**src/rtl/bitstream_pkg.sv**
```systemverilog
// rtl/bitstream_pkg.sv - shared types, constants and helpers for the bitstream decoder
package bitstream_pkg;

    typedef enum logic {
        IDLE  = 1'b0,
        COUNT = 1'b1
    } decoder_state_t;

    localparam int DEFAULT_WINDOW_BITS = 8;

    // Bipolar mapping 2*ones - 2**window_bits, returned as 32-bit two's complement
    function automatic logic [31:0] to_bipolar(input logic [31:0] ones, input int window_bits);
        return (ones << 1) - (32'd1 << window_bits);
    endfunction

endpackage

```
**src/rtl/bitstream_window_counter.sv**
```systemverilog
// rtl/bitstream_window_counter.sv - sample/ones counters with window-end strobe
module bitstream_window_counter #(
    parameter int WINDOW_BITS = 8
) (
    input  logic                   clk,
    input  logic                   rst,
    input  logic                   clear,
    input  logic                   advance,
    input  logic                   bit_val,
    output logic                   window_end,
    output logic [WINDOW_BITS:0]   final_ones
);

    logic [WINDOW_BITS-1:0] sample_cnt;
    logic [WINDOW_BITS:0]   ones_cnt;

    assign window_end = advance && (sample_cnt == {WINDOW_BITS{1'b1}});
    assign final_ones = ones_cnt + (WINDOW_BITS+1)'(bit_val);

    // sample_cnt wraps to 0 by itself at the window end; ones_cnt must be cleared explicitly
    always_ff @(posedge clk or posedge rst) begin
        if (rst) begin
            sample_cnt <= '0;
            ones_cnt   <= '0;
        end else if (clear) begin
            sample_cnt <= '0;
            ones_cnt   <= '0;
        end else if (advance) begin
            sample_cnt <= sample_cnt + WINDOW_BITS'(1);
            ones_cnt   <= window_end ? '0 : final_ones;
        end
    end

endmodule

```
**src/rtl/bitstream_decoder.sv**
```systemverilog
// rtl/bitstream_decoder.sv - stochastic bitstream to binary count decoder; DECODER_BIPOLAR_EN selects bipolar output
module bitstream_decoder
    import bitstream_pkg::*;
#(
    parameter int WINDOW_BITS = DEFAULT_WINDOW_BITS,
    localparam int OUT_W = WINDOW_BITS + 2
) (
    input  logic             clk,
    input  logic             rst,
    input  logic             start,
    input  logic             continuous,
    input  logic             bit_in,
    input  logic             bit_valid,
    output logic [OUT_W-1:0] value_out,
    output logic             out_valid,
    input  logic             out_ready,
    output logic             busy,
    output logic             overrun
);

    decoder_state_t       state, state_next;
    logic                 advance;
    logic                 window_end;
    logic                 load;
    logic [WINDOW_BITS:0] final_ones;
    logic [OUT_W-1:0]     value_next;

    assign advance = (state == COUNT) && bit_valid;
    // A start on the window-end edge aborts the window instead of loading it
    assign load    = window_end && !start;

    bitstream_window_counter #(
        .WINDOW_BITS(WINDOW_BITS)
    ) u_window_counter (
        .clk        (clk),
        .rst        (rst),
        .clear      (start),
        .advance    (advance),
        .bit_val    (bit_in),
        .window_end (window_end),
        .final_ones (final_ones)
    );

`ifdef DECODER_BIPOLAR_EN
    assign value_next = OUT_W'(to_bipolar(32'(final_ones), WINDOW_BITS));
`else
    assign value_next = OUT_W'(final_ones);
`endif

    always_ff @(posedge clk or posedge rst) begin
        if (rst) begin
            state <= IDLE;
        end else begin
            state <= state_next;
        end
    end

    always_comb begin
        state_next = state;
        case (state)
            IDLE: begin
                if (start) state_next = COUNT;
            end
            COUNT: begin
                if (start)     state_next = COUNT;
                else if (load) state_next = continuous ? COUNT : IDLE;
            end
            default: state_next = IDLE;
        endcase
    end

    always_comb begin
        busy = (state == COUNT);
    end

    always_ff @(posedge clk or posedge rst) begin
        if (rst) begin
            value_out <= '0;
            out_valid <= 1'b0;
            overrun   <= 1'b0;
        end else begin
            if (load) begin
                value_out <= value_next;
                out_valid <= 1'b1;
            end else if (out_valid && out_ready) begin
                out_valid <= 1'b0;
            end
            if (start) begin
                overrun <= 1'b0;
            end else if (load && out_valid && !out_ready) begin
                overrun <= 1'b1;
            end
        end
    end

endmodule
```
**config.mk**
```make
export PLATFORM = sky130hd
export DESIGN_NAME = bitstream_decoder
export DESIGN_NICKNAME = d
export VERILOG_FILES = /design/src/rtl/bitstream_pkg.sv /design/src/rtl/bitstream_window_counter.sv /design/src/rtl/bitstream_decoder.sv
export SDC_FILE = /design/constraint.sdc
export NUM_CORES = 1
export LEC_CHECK = 0
export BUFFER_PORTS_ARGS = -buffer_cell sky130_fd_sc_hd__clkbuf_2
export CAP_MARGIN = 10
export CORE_MARGIN = 2
export CORE_UTILIZATION = 50
export DETAILED_ROUTE_END_ITERATION = 8
export GPL_TIMING_DRIVEN = 0
export PLACE_DENSITY = 0.78
export SLEW_MARGIN = 20
export SYNTH_ARGS = -nofsm -noshare
export SYNTH_HDL_FRONTEND = slang
export SYNTH_SLANG_ARGS = --single-unit
export TNS_END_PERCENT = 1
```
**constraint.sdc**
```tcl
create_clock -name clk -period 3.4 [get_ports clk]
set_input_delay 0.34 -clock clk [delete_from_list [all_inputs] [get_ports clk]]
set_output_delay 0.34 -clock clk [all_outputs]
set_load 0.01 [all_outputs]
```
=== Word-level counts from Yosys, hierarchy flattened ===
Cells that the tools add are included.

* Register bits: 29
* Output and inout bits: 13
* Logic and storage cells: 35
* Input port bits: 7

* Reductions and logical operators: 11
* Bitwise operators: 1
* Eq/ne operators: 1
* Add/subtract/negate cells: 2
* Mux-type cells: 14

{| class="wikitable"
|+ Operators by type and width
! operator !! number
|-
| $mux 9 || 3
|-
| $mux 8 || 2
|-
| $add 9x1->9 || 1
|-
| $add 8x1->8 const B || 1
|-
| $eq 8x8->1 const B || 1
|-
| $mux 1 || 8
|-
| $logic_and 1x1->1 || 6
|-
| $reduce_bool 2->1 || 3
|-
| $logic_not 1->1 || 2
|-
| $pmux 1 s2 || 1
|-
| $not 1->1 || 1
|}

=== Depth between registers and ports, before layout ===
* Depth after elaboration: 7
* Gate-level depth with buffers: 7
* Gate-level depth less buffers: 6

=== By module ===
A second synthesis with hierarchy kept.

* Cells, all modules: 126
* Area total of the unflattened synthesis: 1471.4 sq um

{| class="wikitable"
|+ Modules (own cells, without submodules)
! module !! cells an instance !! instances !! area each (sq um) !! seq. area each (sq um)
|-
| bitstream_window_counter || 93 || 1 || 959.7 || 425.4
|-
| bitstream_decoder || 33 || 1 || 511.7 || 300.3
|}

=== Least setup slack after synthesis ===
Ideal clock, no wire load.

* Path type: reg-to-reg
* From: register u_window_counter.sample_cnt[0]
* To: register u_window_counter.ones_cnt[5]
* Library setup time: 82 ps
* Clock period less this slack: 1558 ps
* Arrival time: 1476 ps
* Cell stages (with the launch flop): 7
* Path slack: 1842 ps
* Data required time: 3318 ps
* Path through: dfrtp_1 > ha_1 > and3_1 > a211oi_4 > buf_6 > nand2_1 > a31oi_1

* Longest elaborated chain between the ends: 5

{| class="wikitable"
|+ Ends and longest elaborated chain
! what !! line !! source
|-
| start: declaration || bitstream_window_counter.sv:14 || <nowiki>logic [WINDOW_BITS-1:0] sample_cnt;</nowiki>
|-
| start signal: assignment || bitstream_window_counter.sv:29 || <nowiki>sample_cnt <= sample_cnt + WINDOW_BITS'(1);</nowiki>
|-
| $eq 8x8->1 || bitstream_window_counter.sv:17 || <nowiki>assign window_end = advance && (sample_cnt == {WINDOW_BITS{1'b1}});</nowiki>
|-
| $logic_and 1x1->1 || bitstream_window_counter.sv:17 ||
|-
| $mux 9 || bitstream_window_counter.sv:30 || <nowiki>ones_cnt <= window_end ? '0 : final_ones;</nowiki>
|-
| $mux 9 || bitstream_window_counter.sv:28 || <nowiki>end else if (advance) begin</nowiki>
|-
| $mux 9 || bitstream_window_counter.sv:25 || <nowiki>end else if (clear) begin</nowiki>
|-
| end signal: assignment || bitstream_window_counter.sv:30 ||
|-
| end: declaration || bitstream_window_counter.sv:15 || <nowiki>logic [WINDOW_BITS:0] ones_cnt;</nowiki>
|}

No other way between the ends. The select of a mux whose other input is x is not followed.
A chain may end at the register's enable or synchronous reset.

=== Worst setup path in the final report ===
* From: register u_window_counter.sample_cnt[1]
* To: register u_window_counter.ones_cnt[5]

Same word-level chain as after synthesis.

==> results.rst <==
.. list-table::
   :header-rows: 1

   * - Metric
     - Value
   * - Result of the run
     - finished, final reports clean
   * - Top flip-flop cell by instance count after synthesis
     - sky130_fd_sc_hd__dfrtp_1
   * - Post-synth design cell area
     - 1460 um2
   * - Most frequent cell after synthesis
     - sky130_fd_sc_hd__dfrtp_1
   * - Number of antenna violations at the first check in global routing
     - 0
   * - #FFs+latches synth
     - 29
   * - Area occupied by registers
     - 726 um2
   * - IO Count
     - 20
   * - Clock Skew
     - 0.0131 ns
   * - Htree depth
     - 2
   * - CTS tree
     - done
   * - Clock latency at the later pin of the worst-skew pair
     - 0.34 ns
   * - Seq/Total Area, Yosys
     - 49.6%
   * - HPWL after DPL
     - 1.87 mm
   * - Pin count of the biggest net entering global routing
     - 30
   * - Total global-route track usage
     - 17.9%
   * - I/O Buffers
     - 18
   * - Post-layout power
     - 585 uW
   * - RSZ-0062 raised after global routing
     - false
   * - Number of DRC violations after detailed routing
     - 0
   * - Worst slew pin tran
     - 0.599 ns
   * - Clock tree buffer depth
     - 2
   * - Detail Route Antenna Nets
     - 0
   * - Total negative slack
     - 0 ns
   * - Clk slew on worst S/H paths
     - 0.10 ns
   * - Largest voltage drop on the vdd net
     - 353 uV
   * - Slew margin rel.
     - 60.0%
   * - Hold violation total from the final report
     - 0
   * - Global-route congestion overflow total
     - 0
   * - Clk sink count
     - 29
   * - Detailed Route WL
     - 2.58 mm
   * - Final weighted congestion in routability-driven placement
     - 0.790
   * - Final clock period utilization by the worst path
     - 49.6%
   * - Post-Synthesis Cells
     - 139
   * - Diode count
     - 0
   * - Max capacitance violation total
     - 0
   * - First-pass GRT wire length
     - 4.61 mm
   * - Leakage power
     - 0.769 nW
   * - Xor-xnor portion of the synthesized cell area
     - 7.78%
   * - Height of the die
     - 58.1 um
   * - Via count of the first global-routing pass
     - 1,097
   * - Fraction of post-synthesis cell area in the top cell type by area
     - 49.6%
   * - Final Critical Period
     - 1.69 ns
   * - Arrival time at the worst endpoint
     - 1.94 ns
   * - DRC marker count from the first detailed-route iteration
     - 34
   * - Startpoint-to-endpoint class of the critical path
     - flop to flop
   * - Number of buffers added by the clock tree synthesis step
     - 5
   * - Most area-hungry cell type in the Yosys netlist
     - sky130_fd_sc_hd__dfrtp_1
   * - Net count of the mapped netlist
     - 149
   * - Total iterations of the first detailed-routing run
     - 4
   * - CP Max Fanout
     - 10
   * - Multiplexer share of the synthesized area
     - 2.31%
   * - Cell area power density
     - 356 nW/um2
   * - Max frequency
     - 593 MHz
   * - Type of the most critical hold path
     - input pin to asynchronous set/reset pin
   * - Total number of yosys warnings
     - 0
   * - Area inside the core boundary
     - 2760 um2
   * - Critical Path Sink Type
     - flop
   * - Post-CTS Repair Setup Buffers
     - 0
   * - Count of instances resized after the clock tree is built
     - 0
   * - Die Span X
     - 58.1 um
   * - Dominant cells by area after synthesis
     - sky130_fd_sc_hd__dfrtp_1 (50%), sky130_fd_sc_hd__xor2_1 (4.2%), sky130_fd_sc_hd__xnor2_1 (3.6%), sky130_fd_sc_hd__a21oi_1 (3.1%), sky130_fd_sc_hd__nand3_1 (2.7%)
   * - Layout-stage area growth over the synthesis result
     - 12.3%
   * - Area of the multi-input gates
     - 657 um2
   * - Combinational family with the most area after synthesis
     - simple AND/OR/NAND/NOR gates
   * - Library cells used by synthesis
     - 34
   * - Average footprint of a synthesized cell
     - 10.5 um2
   * - Effective utilization at floorplan
     - 53.0%
   * - Number of synthesized flops with an enable pin
     - 0
   * - Die area
     - 3370 um2
   * - CTS root buffer
     - sky130_fd_sc_hd__clkbuf_4
   * - Simple logic cell fraction of the synthesized area
     - 18.2%
   * - Mean number of vias per cell
     - 5.56
   * - Number of vias after detailed routing
     - 1,089
   * - Average wire per standard cell
     - 13.2 um
   * - Hold buffer count at cts
     - 0
   * - Commonest cells post-synth
     - sky130_fd_sc_hd__dfrtp_1 (29), sky130_fd_sc_hd__nand2_1 (10), sky130_fd_sc_hd__nor2_1 (10), sky130_fd_sc_hd__a21oi_1 (9), sky130_fd_sc_hd__nand3_1 (8)
   * - Filler Cells Inserted
     - 245
   * - Share of async-settable or async-resettable flops after synthesis
     - 100%
   * - Number of max-slew violations in the final report
     - 0
   * - Total Nets Final
     - 174
   * - Adder and majority cell fraction of the synthesized area
     - 2.57%
   * - Post-synthesis compound-gate area fraction
     - 13.8%
   * - Startpoint types
     - flop
   * - Setup violation total in the final timing report
     - 0
   * - Share of final-layout standard cells stronger than drive strength 1
     - 29.1%
   * - Required time worst endpoint
     - 3.65 ns
   * - Placement Rows
     - 19
logic make-up (layout without fill, tap and decap cells):
family | Yosys count | in the layout
simple gates | 50 | 50
compound gates | 29 | 29
flops | 29 | 29
xor+xnor | 13 | 13
buf+inv | 11 | 37
fa+ha+maj | 3 | 3
mux | 3 | 3
other cells | 1 | 1
path summary, 6_finish.rpt:
| check | cells past startpoint | endpoint | from | slack (ns) |
|---|---|---|---|---|
| setup / recovery | 6 | u_window_counter.ones_cnt[5] | u_window_counter.sample_cnt[1] | 1.71 |
| hold / removal | 2 | u_window_counter.ones_cnt[6] | rst | 0.04 |
| setup reg to reg | 6 | u_window_counter.ones_cnt[5] | u_window_counter.sample_cnt[1] | 1.71 |
| hold reg to reg | 1 | u_window_counter.ones_cnt[8] | u_window_counter.ones_cnt[8] | 0.51 |
| max in group asynchronous | 2 | value_out[0] | rst | 2.95 |
| min in group clk | 2 | out_valid | out_ready | 0.19 |
critical path, cell delays in order (launching register included):
cell	delay, ns
sky130_fd_sc_hd__dfrtp_1	0.42
sky130_fd_sc_hd__ha_1	0.22
sky130_fd_sc_hd__and3_1	0.21
sky130_fd_sc_hd__a211oi_4	0.35
sky130_fd_sc_hd__buf_6	0.19
sky130_fd_sc_hd__nand2_1	0.06
sky130_fd_sc_hd__a31oi_1	0.15
report_power, final:
group	total, mW	switching (mW)	leakage, nW	internal (mW)
logic	0.0357	0.0228	0.339	0.0129
registers	0.352	0.00329	0.398	0.348
clock network	0.198	0.120	0.0320	0.0785
total	0.585	0.146	0.769	0.440
area by class of cell:
type	count	area share (%)
inverters	3	0.685
clock inverters	2	0.609
clock buffers	6	2.51
well taps	31	2.36
multi-input cells	99	40.0
plain buffers	8	4.19
repair buffers	18	5.48
flip-flops and latches	29	44.2
metal layers:
layer / GRT usage (%) / routed length [um] / up-vias
met1: 19.1 / 1020 / 525
li1: - / - / 540
met5: 0 / 0 / -
met4: 5.32 / 19 / 0
met3: 8.48 / 135 / 2
met2: 31.3 / 1400 / 22
placed cells by master (no fill, tap or decap), drive strengths merged, types with 4 or more instances in the layout:
master and instances:
a21oi 13, a31oi 5, buf 7, clkbuf 25, dfrtp 29, nand2 11, nand3 8, nor2 14
o21ai 4, xnor2 6, xor2 7
stage by stage:
stage	utilization, %	hold slack [ns]	cell area [um2]	instances	setup WS, ns
after floorplan	-	0.418	1460	139	1.84
after global placement	57.7	0.490	1590	188	1.74
after detailed placement	57.7	0.494	1590	188	1.68
after CTS	59.6	0.184	1640	196	1.71
after global routing	59.6	0.0781	1640	196	1.57
final	59.6	0.0417	1640	196	1.71
sequential cells by signal, indices dropped and copies added (netlist names):
signal / flops
busy: 1
out_valid: 1
overrun: 1
u_window_counter.ones_cnt: 9
u_window_counter.sample_cnt: 8
value_out: 9
Note: power is estimated with default switching activity, not from simulation.
